<file path="src/rtl/thermostat_hvac_ctrl.sv">
// Thermostat HVAC controller: hysteresis, mode select, compressor min on/off protection.
// Optional fan post-run in LOCKOUT when FAN_OVERRUN_EN is defined.
module thermostat_hvac_ctrl #(
  parameter int unsigned TEMP_W      = 8,
  parameter int unsigned HYST        = 2,
  parameter int unsigned MIN_ON      = 16,
  parameter int unsigned MIN_OFF     = 16,
  parameter int unsigned FAN_OVERRUN = 8
) (
  input  logic              clk,
  input  logic              reset,
  input  logic              tick_en,
  input  logic [1:0]        mode,
  input  logic [TEMP_W-1:0] user_temp_setting,
  input  logic [TEMP_W-1:0] indoor_temp,
  output logic              heating,
  output logic              cooling,
  output logic              fan,
  output logic [1:0]        state
);

  localparam int unsigned XW    = TEMP_W + 2;
  localparam int unsigned T_MX1 = (MIN_ON > MIN_OFF) ? MIN_ON : MIN_OFF;
  localparam int unsigned T_MAX = (T_MX1 > FAN_OVERRUN) ? T_MX1 : FAN_OVERRUN;
  localparam int unsigned TW    = (T_MAX > 0) ? $clog2(T_MAX + 1) : 1;

  localparam logic [1:0] S_IDLE = 2'b00;
  localparam logic [1:0] S_HEAT = 2'b01;
  localparam logic [1:0] S_COOL = 2'b10;
  localparam logic [1:0] S_LOCK = 2'b11;

  localparam logic [1:0] M_OFF  = 2'b00;
  localparam logic [1:0] M_HEAT = 2'b01;
  localparam logic [1:0] M_COOL = 2'b10;
  localparam logic [1:0] M_AUTO = 2'b11;

  logic [1:0]    state_q, state_d;
  logic [TW-1:0] timer_q, timer_d;
  logic          heating_q, heating_d;
  logic          cooling_q, cooling_d;
  logic          fan_q, fan_d;

  logic [XW-1:0] ind_x, set_x, hyst_x;
  logic          heat_dem, cool_dem, heat_sat, cool_sat;
  logic          heat_ok, cool_ok, on_done, off_done;

  // Widened operands so setpoint +/- HYST can never wrap
  always_comb begin
    ind_x    = XW'(indoor_temp);
    set_x    = XW'(user_temp_setting);
    hyst_x   = XW'(HYST);
    heat_dem = (ind_x + hyst_x) < set_x;
    cool_dem = ind_x > (set_x + hyst_x);
    heat_sat = ind_x >= set_x;
    cool_sat = ind_x <= set_x;
    heat_ok  = (mode == M_HEAT) || (mode == M_AUTO);
    cool_ok  = (mode == M_COOL) || (mode == M_AUTO);
    on_done  = timer_q >= TW'(MIN_ON);
    off_done = timer_q >= TW'(MIN_OFF);
  end

  always_comb begin
    state_d = state_q;
    case (state_q)
      S_IDLE: begin
        if (heat_ok && heat_dem) begin
          state_d = S_HEAT;
        end else if (cool_ok && cool_dem) begin
          state_d = S_COOL;
        end
      end
      S_HEAT: begin
        if (mode == M_OFF) begin
          state_d = S_LOCK;
        end else if ((heat_sat || (mode == M_COOL)) && on_done) begin
          state_d = S_LOCK;
        end
      end
      S_COOL: begin
        if (mode == M_OFF) begin
          state_d = S_LOCK;
        end else if ((cool_sat || (mode == M_HEAT)) && on_done) begin
          state_d = S_LOCK;
        end
      end
      default: begin
        if (off_done) begin
          state_d = S_IDLE;
        end
      end
    endcase

    // Timer restarts on every state entry and saturates at the largest threshold
    timer_d = timer_q;
    if (state_d != state_q) begin
      timer_d = '0;
    end else if (tick_en && (timer_q != TW'(T_MAX))) begin
      timer_d = timer_q + TW'(1);
    end

    heating_d = (state_d == S_HEAT);
    cooling_d = (state_d == S_COOL);
`ifdef FAN_OVERRUN_EN
    fan_d = heating_d | cooling_d |
            ((state_d == S_LOCK) && (timer_d < TW'(FAN_OVERRUN)));
`else
    fan_d = heating_d | cooling_d;
`endif
  end

  always_ff @(posedge clk) begin
    if (!reset) begin
      state_q   <= S_IDLE;
      timer_q   <= '0;
      heating_q <= 1'b0;
      cooling_q <= 1'b0;
      fan_q     <= 1'b0;
    end else begin
      state_q   <= state_d;
      timer_q   <= timer_d;
      heating_q <= heating_d;
      cooling_q <= cooling_d;
      fan_q     <= fan_d;
    end
  end

  assign heating = heating_q;
  assign cooling = cooling_q;
  assign fan     = fan_q;
  assign state   = state_q;

endmodule

</file>
<file path="config.mk">
export PLATFORM = sky130hd
export DESIGN_NAME = thermostat_hvac_ctrl
export DESIGN_NICKNAME = d
export VERILOG_FILES = /design/src/rtl/thermostat_hvac_ctrl.sv
export SDC_FILE = /design/constraint.sdc
export NUM_CORES = 1
export LEC_CHECK = 0
export ABC_CLOCK_PERIOD_IN_PS = 6210
export BUFFER_PORTS_ARGS = -buffer_cell sky130_fd_sc_hd__buf_2
export CAP_MARGIN = 5
export CORE_UTILIZATION = 52
export CTS_CLUSTER_DIAMETER = 120
export DETAILED_ROUTE_END_ITERATION = 8
export PLACE_DENSITY = 0.86
export SLEW_MARGIN = 20
export SYNTH_ARGS = -nofsm -noshare
export SYNTH_HDL_FRONTEND = slang
export SYNTH_SLANG_ARGS = --single-unit
</file>
<file path="constraint.sdc">
create_clock -name clk -period 6.21 [get_ports clk]
set_input_delay 1.5525 -clock clk [delete_from_list [all_inputs] [get_ports clk]]
set_output_delay 1.5525 -clock clk [all_outputs]
set_load 0.01 [all_outputs]
</file>
==> flow_summary.toml, run 1 <==
[run_status]
status = "completed"

[timing]
fin_tns_setup_ns = 0
finalSetupViolCount = 0
hold_viol_final = 0
slew_viol_final = 0
rsz0062_at_grt = "false"
fin_skew_ns = 0.00232
worst_slew_pin_slew_ns = 0.473
final.min_clock_period_ns = 3.65
period_share_pct = 58.8
timing.fmax_ghz = 0.274
slew_headroom_pct = 68.4

[grt]
grt_pass1_wl_um = 4600
grt_pass1_vias = 1135
antenna_found_initial = 0
grt_max_degree = 11
grt_usage_pct = 21.8
grt_overflow = 0

[floorplan]
die-area_sq_mm = 0.00279
die_h_um = 52.9
io_pins = 26
num_rows = 18
die_w_um = 52.9
start_util_pct = 54.8
placeableCoreArea_sq_mm = 0.00245

[yosys]
yosysWarnings = 0
ys_ff_latch = 10
synth_seq_area_share_pct = 14.9
netlist_area_sq_mm = 0.00135
synth_ff_type = "dfxtp_1"
synth_nets = 204
syn_area_per_cell_sq_um = 8.68
synth-edff-count = 0
async_flop_share_pct = 0
postSynthCellCount = 155
synth_cell_types = 43

[clocking]
clk_pin_slew_ns = 0.06
ctsResizeCount = 0
cts_num_sinks = 10
clockRootBuffer = "clkbuf_4"
insertion_delay_ns = 0.27
htreeDepth = 1
cts_tree = "yes"
ctsHoldBuffers = 0
cts_buffer_depth = 2
cts_buffers = 3
postCtsSetupRepairBufs = 0

[layout]
multi_input_area_sq_mm = 0.00106
drive_above_1_share_pct = 23.8
num_antenna_cells = 0
fillers = 213
final_cell_area_sq_mm = 0.00152
seq_area_sq_um = 200
final_common_cell = "ha_1"
area_delta_synth_final_pct = 13.3
final_cell_mix = "28 x ha_1, 25 x buf_2, 18 x inv_1"
nets = 231

[setup_path]
crit_fanout = 5
crit_path_start_kind = "input port"
critPathCaptureType = "register"
cp.required_ns = 6.37
criticalPathCategory = "input port to register"
rrSetupSlack_ns = 4.56
arrival_ns = 3.82

[route]
via_per_inst = 5.99
drt-pass1-iter-count = 4
first_iter_violations = 15
routed_wl_um = 2850
wl_per_cell_um = 13.5
vias = 1264
antenna_left = 0
drc = 0

[worst_hold_path]
hp-class = "register to register"

[power_and_ir_drop]
leakage_uw = 0.000724
peakVddDrop_uv = 107
power.density_mw_per_mm2 = 158

[placement]
place_congestion = 0.845
port-buffer-count = 25
dpl-instance-area_sq_mm = 0.00149
dp_hpwl_um = 2430

[flow_run]
maxCapViolCount = 0
power by group:
group | switching [uW] | internal [uW] | total [uW]
clock | 22.1 | 35.6 | 57.7
sequential | 6.75 | 70.5 | 77.3
combinational | 57.9 | 47.9 | 106
through the flow:
step	std cells	setup WS, ns	utilization [%]	hold slack (ns)	total power [uW]
6_report	211	2.56	62.1	0.580	241
5_1_grt	211	2.40	62.1	0.605	259
4_1_cts	211	2.56	62.1	0.586	243
3_5_place_dp	207	2.27	60.6	0.571	183
3_3_place_gp	207	2.36	60.6	0.552	178
2_1_floorplan	155	2.65	-	0.531	153
sequential cells by signal (all words and copies together) (netlist names):
name,count
cooling,1
fan,1
heating,1
state,2
timer_q,5
worst max-delay path: stages:
cell,delay [ns]
buf_2,0.12
ha_1,0.18
and3_1,0.19
nand3_1,0.12
xnor2_1,0.15
ha_1,0.33
nand3_1,0.09
o31ai_1,0.36
nor3_1,0.11
a21oi_2,0.20
a31oi_1,0.07
ha_1,0.20
and2_1,0.14
final timing paths:
kind,to,depth (start not counted),startpoint
setup / recovery,cooling,13,user_temp_setting[1]
hold / removal,timer_q[1],2,timer_q[1]
setup reg to reg,cooling,6,timer_q[4]
hold reg to reg,timer_q[1],2,timer_q[1]
per-layer routing:
metal | wire length (um) | track usage (%)
met4 | 50 | 9.21
met3 | 95 | 1.15
met1 | 1170 | 24.1
met2 | 1530 | 42.2
met5 | 0 | 0
synth_stat cells, types with 2 or more instances:
master     instances  area (sq um)
a211oi_2           2          25.0
a21o_1             3          22.5
a21oi_1            3          15.0
a21oi_2            2          17.5
a31oi_1            2          12.5
and2_1             3          18.8
and3_1             3          18.8
dfxtp_1           10           200
ha_1              28           350
inv_1             18          67.6
nand2_1            8          30.0
nand3_1           10          50.1
nand4_1            5          31.3
nor2_1             5          18.8
nor3_1             5          25.0
nor3_2             2          20.0
o2111ai_1          2          17.5
o211ai_1           3          22.5
o21a_1             3          22.5
o21ai_0            2          10.0
o221ai_2           2          30.0
xnor2_1            9          78.8
xor2_1             5          43.8
cell type report:
class	instances	share of cell area, %
flip-flops and latches	10	13.1
repair buffers	25	8.21
well taps	30	2.46
inverters	18	4.43
clock buffers	4	2.38
multi-input cells	124	69.4
kinds of logic after synthesis:
family	synth area share, %
multiplexers	0.744
XOR/XNOR	9.12
AND/OR/NAND/NOR	19.6
AO/OA/AOI/OAI	23.1
adder cells (fa/ha/maj)	26.0
buffers and inverters	6.51
flip-flops	14.9
Power figures use the tool's default switching activity.
==> inputs of run 2 (changes only) <==
- ABC_CLOCK_PERIOD_IN_PS: 6210 -> 3040
- CORE_UTILIZATION: 52 -> 50
- clock period: 6.21 -> 3.04 ns (I/O delays scaled with it)
==> run 2 against run 1 <==
Net effect:
- sequential power rose by 110%
- routed wire length increased by 3.9%
- first-iteration DRC count up 13%
- highest routed layer unchanged
- clock skew is 0.0022 ns lower
- critical endpoint is now fan
- global-route usage is 1.6 points higher
- critical path type unchanged
- die area grew 3.8%
- setup slack worse by 2.4 ns
- final cell count rose by 0.95%
==> flow_summary.toml, run 2 (synthesis gave the netlist of run 1 again) <==
[route]
first_iter_violations = 17
routed_wl_um = 2960
via_per_inst = 5.80
vias = 1235
antenna_left = 0
drc = 0
wl_per_cell_um = 13.9
drt-pass1-iter-count = 4

[floorplan]
num_rows = 18
die-area_sq_mm = 0.00290
placeableCoreArea_sq_mm = 0.00250
die_h_um = 53.9
start_util_pct = 53.8
io_pins = 26
die_w_um = 53.9

[timing]
hold_viol_final = 0
fin_tns_setup_ns = 0
period_share_pct = 93.4
slew_viol_final = 0
worst_slew_pin_slew_ns = 0.505
setup_ws_ns = 0.202
slew_headroom_pct = 66.3
timing.fmax_ghz = 0.352
fin_skew_ns = 0.000101
final.min_clock_period_ns = 2.84
hold_ws_ns = 0.597
finalSetupViolCount = 0
rsz0062_at_grt = "false"

[clocking]
clk_pin_slew_ns = 0.06
htreeDepth = 1
cts_buffer_depth = 2
clockRootBuffer = "clkbuf_4"
insertion_delay_ns = 0.26
cts_buffers = 3
cts_num_sinks = 10
cts_tree = "yes"

[placement]
dpl-instance-area_sq_mm = 0.00151
port-buffer-count = 25
dp_hpwl_um = 2540
place_congestion = 0.921
pre_cts_ws_ns = -0.0656

[worst_hold_path]
whs_endpoint = "timer_q[1]"
hold_start = "timer_q[1]"
hold-path-cell-count = 2
hp-class = "register to register"

[layout]
nets = 234
final_util_pct = 61.5
multi_input_area_sq_mm = 0.00106
final_common_cell = "ha_1"
seq_area_sq_um = 200
area_delta_synth_final_pct = 14.3
regMostFlops = "timer_q"
largest_register_ffs = 5
final_cell_mix = "28 x ha_1, 25 x buf_2, 18 x inv_1"
num_antenna_cells = 0
final_cell_area_sq_mm = 0.00154
drive_above_1_share_pct = 25.1
fillers = 222

[setup_path]
crit_fanout = 5
timing.rr.end = "fan"
startpoint = "user_temp_setting[1]"
critPathCaptureType = "register"
arrival_ns = 3.04
rrSetupSlack_ns = 1.37
crit_path_start_kind = "input port"
cp.required_ns = 3.24
r2r-start = "state[0]"
criticalPathCategory = "input port to register"
r2r_cells = 6

[grt]
grt_usage_pct = 23.5
grt_max_degree = 11
grt_overflow = 0
grt_pass1_wl_um = 4940
grt_pass1_vias = 1217
antenna_found_initial = 0

[run_status]
status = "completed"

[power_and_ir_drop]
peakVddDrop_uv = 235
power.density_mw_per_mm2 = 305
leakage_uw = 0.000732

[flow_run]
maxCapViolCount = 0
run 2: cell count changes in the layout (fill, tap and decap cells not counted), sizes merged:
cell    previous run  this run
buf               25        28
clkbuf             4         3
run 2: report_power, final:
part	switching, uW	total (uW)	internal (uW)
combinational	122	224	102
clock	41.0	86.5	45.5
sequential	14.4	159	144
run 2: critical path, stage by stage:
cell      delay, ns
buf_2          0.13
ha_1           0.22
xnor2_1        0.13
ha_1           0.29
nand4_1        0.16
o221ai_2       0.21
a41oi_2        0.16
nor3_1         0.28
a21oi_2        0.11
a31o_1         0.20
ha_1           0.27
nor2b_1        0.10
run 2: worst max path at each step:
stage	end	slack (ns)
6_report	fan	0.20
3_5_place_dp	cooling	-0.07
4_1_cts	fan	0.21
5_1_grt	fan	0.007
2_1_floorplan	cooling	0.28
3_3_place_gp	cooling	0.03
run 2: area by class of cell:
type	instances	area share, %
Sequential cell	10	13.0
Timing Repair Buffer	28	9.60
Inverter	18	4.39
Tap cell	30	2.44
Clock buffer	3	1.46
Multi-Input combinational cell	124	69.1
run 2: per-stage QoR:
stage / power (uW) / cells
6_report: 469 / 213
5_1_grt: 505 / 213
4_1_cts: 471 / 213
2_1_floorplan: 313 / 155
3_5_place_dp: 383 / 210
3_3_place_gp: 369 / 210
run 2: repair_timing:
action	in CTS	in global routing
gates resized for setup	0	1
hold buffers	0	0
buffers inserted	0	0
endpoints found under the setup margin	0	1
run 2: per-layer routing:
layer | GRT usage [%] | vias up | share of wire, %
met3 | 1.98 | 6 | 3.2
met1 | 23.6 | 571 | 41
met2 | 47.3 | 32 | 54
met4 | 10.5 | 0 | 1.9
li1 | - | 626 | -
met5 | 0 | - | 0
==> inputs of run 3 (changes only) <==
- PLACE_DENSITY: 0.86 -> 0.73
==> run 3 against run 2 <==
Net effect:
- setup slack better by 0.010 ns
- highest routed layer unchanged
- clock power is 46% higher
- clock skew is 0.0067 ns higher
- via count is 2.8% higher
==> flow_summary.toml, run 3 (synthesis gave the netlist of run 1 again) <==
[worst_hold_path]
hp-class = "register to register"

[setup_path]
crit_fanout = 5
worstPathCellList = "buf_2, ha_1, xnor2_1, ha_1, nand4_1, o221ai_2, a41oi_2, nor3_1, a21oi_2, a31o_1, ha_1, nor2b_1"
cp.required_ns = 3.25
critPathCaptureType = "register"
slowest_delay_ns = 0.30
arrival_ns = 3.04
criticalPathCategory = "input port to register"
worst_path_most_repeated_cell = "ha_1"
path_buf_inv = 1
cp_top_family = "adder cells"
crit_path_start_kind = "input port"
cp_slowest_cell = "ha_1"

[timing]
hold_viol_final = 0
timing.fmax_ghz = 0.354
setup_ws_ns = 0.212
rsz0062_at_grt = "false"
period_share_pct = 93.0
worst_slew_pin_slew_ns = 0.462
slew_viol_final = 0
finalSetupViolCount = 0
slew_headroom_pct = 69.1
final.min_clock_period_ns = 2.83
fin_skew_ns = 0.00683

[route]
wl_per_cell_um = 14.8
drc = 0
vias = 1270
antenna_left = 0
drt-pass1-iter-count = 4
via_per_inst = 5.91
first_iter_violations = 23
routed_wl_um = 3180

[clocking]
postCtsSetupRepairBufs = 0
htreeDepth = 1
cts_buffers = 3
ctsResizeCount = 0
cts_tree = "yes"
clk_pin_slew_ns = 0.08
ctsHoldBuffers = 0
cts_num_sinks = 10
insertion_delay_ns = 0.28
cts_buffer_depth = 2
clockRootBuffer = "clkbuf_4"

[grt]
antenna_found_initial = 0
grt_pass1_wl_um = 5130
grt_max_degree = 11
grt_pass1_vias = 1233
grt_usage_pct = 24.9
grt_overflow = 0

[power_and_ir_drop]
leakage_uw = 0.000743
peakVddDrop_uv = 301
power.density_mw_per_mm2 = 328

[layout]
num_antenna_cells = 0
regMostFlops = "timer_q"
fillers = 236
largest_register_ffs = 5
finalNonFillerCells = 215
area_delta_synth_final_pct = 15.5
final_common_cell = "ha_1"
nets = 235
final_cell_mix = "28 x ha_1, 25 x buf_2, 18 x inv_1"
drive_above_1_share_pct = 25.4

[floorplan]
io_pins = 26
num_rows = 18
die_h_um = 53.9
start_util_pct = 53.8
placeableCoreArea_sq_mm = 0.00250
die-area_sq_mm = 0.00290
die_w_um = 53.9

[placement]
pre_cts_ws_ns = -0.0811
port-buffer-count = 25
dp_hpwl_um = 2740
place_inst = 211
place_congestion = 0.895

[run_status]
status = "completed"

[flow_run]
maxCapViolCount = 0
-- run 3: changes by cell type in the layout (fill, tap and decap cells not counted), sizes merged --
cell	change
clkbuf	+1
buf	+1
-- run 3: power by group --
part           switching, uW  leakage [uW]  total (uW)  internal (uW)
clock                   53.5     0.0000210         126           72.9
sequential              14.3     0.0000818         158            144
combinational            123      0.000640         225            102
-- run 3: area by class of cell --
| type | count | area (sq um) | area share [%] |
|---|---|---|---|
| Multi-Input combinational cell | 124 | 1060 | 68.0 |
| Sequential cell | 10 | 200 | 12.9 |
| Inverter | 18 | 67.6 | 4.35 |
| Timing Repair Buffer | 29 | 155 | 9.98 |
| Tap cell | 30 | 37.5 | 2.42 |
| Clock buffer | 4 | 36.3 | 2.33 |
-- run 3: metal layers --
layer	part of all wire (%)	wire length (um)	track usage, %	vias up
li1	-	-	-	630
met1	40	1270	26.6	586
met2	53	1700	46.1	39
met3	3.3	105	4.24	15
met4	3.3	106	12.7	0
met5	0	0	0	-
-- run 3: final timing paths --
check | startpoint | endpoint | slack, ns | cells after the start
worst max-delay path | user_temp_setting[1] | fan | 0.21 | 12
worst min-delay path | timer_q[2] | timer_q[2] | 0.61 | 2
worst max register to register | state[0] | fan | 1.38 | 6
worst min register to register | timer_q[2] | timer_q[2] | 0.61 | 2
-- run 3: worst register-to-register path, delay by kind of cell, from the launching register on --
family	cells	cell delay, ns
AO/OA/AOI/OAI	3	0.52
adder cells (fa/ha/maj)	1	0.29
buffers and inverters	1	0.13
flip-flops	1	0.54
AND/OR/NAND/NOR	1	0.12
-- run 3: through the flow --
stage / TNS (ns) / hold slack, ns / total power (uW) / utilization (%) / cell area [sq um]
5_1_grt: 0 / 0.637 / 547 / 62.2 / 1550
3_3_place_gp: -0.0812 / 0.553 / 374 / 60.7 / 1520
3_5_place_dp: -0.183 / 0.605 / 386 / 60.7 / 1520
6_report: 0 / 0.612 / 510 / 62.2 / 1550
4_1_cts: 0 / 0.622 / 513 / 62.2 / 1550
2_1_floorplan: 0 / 0.531 / 313 / - / 1350
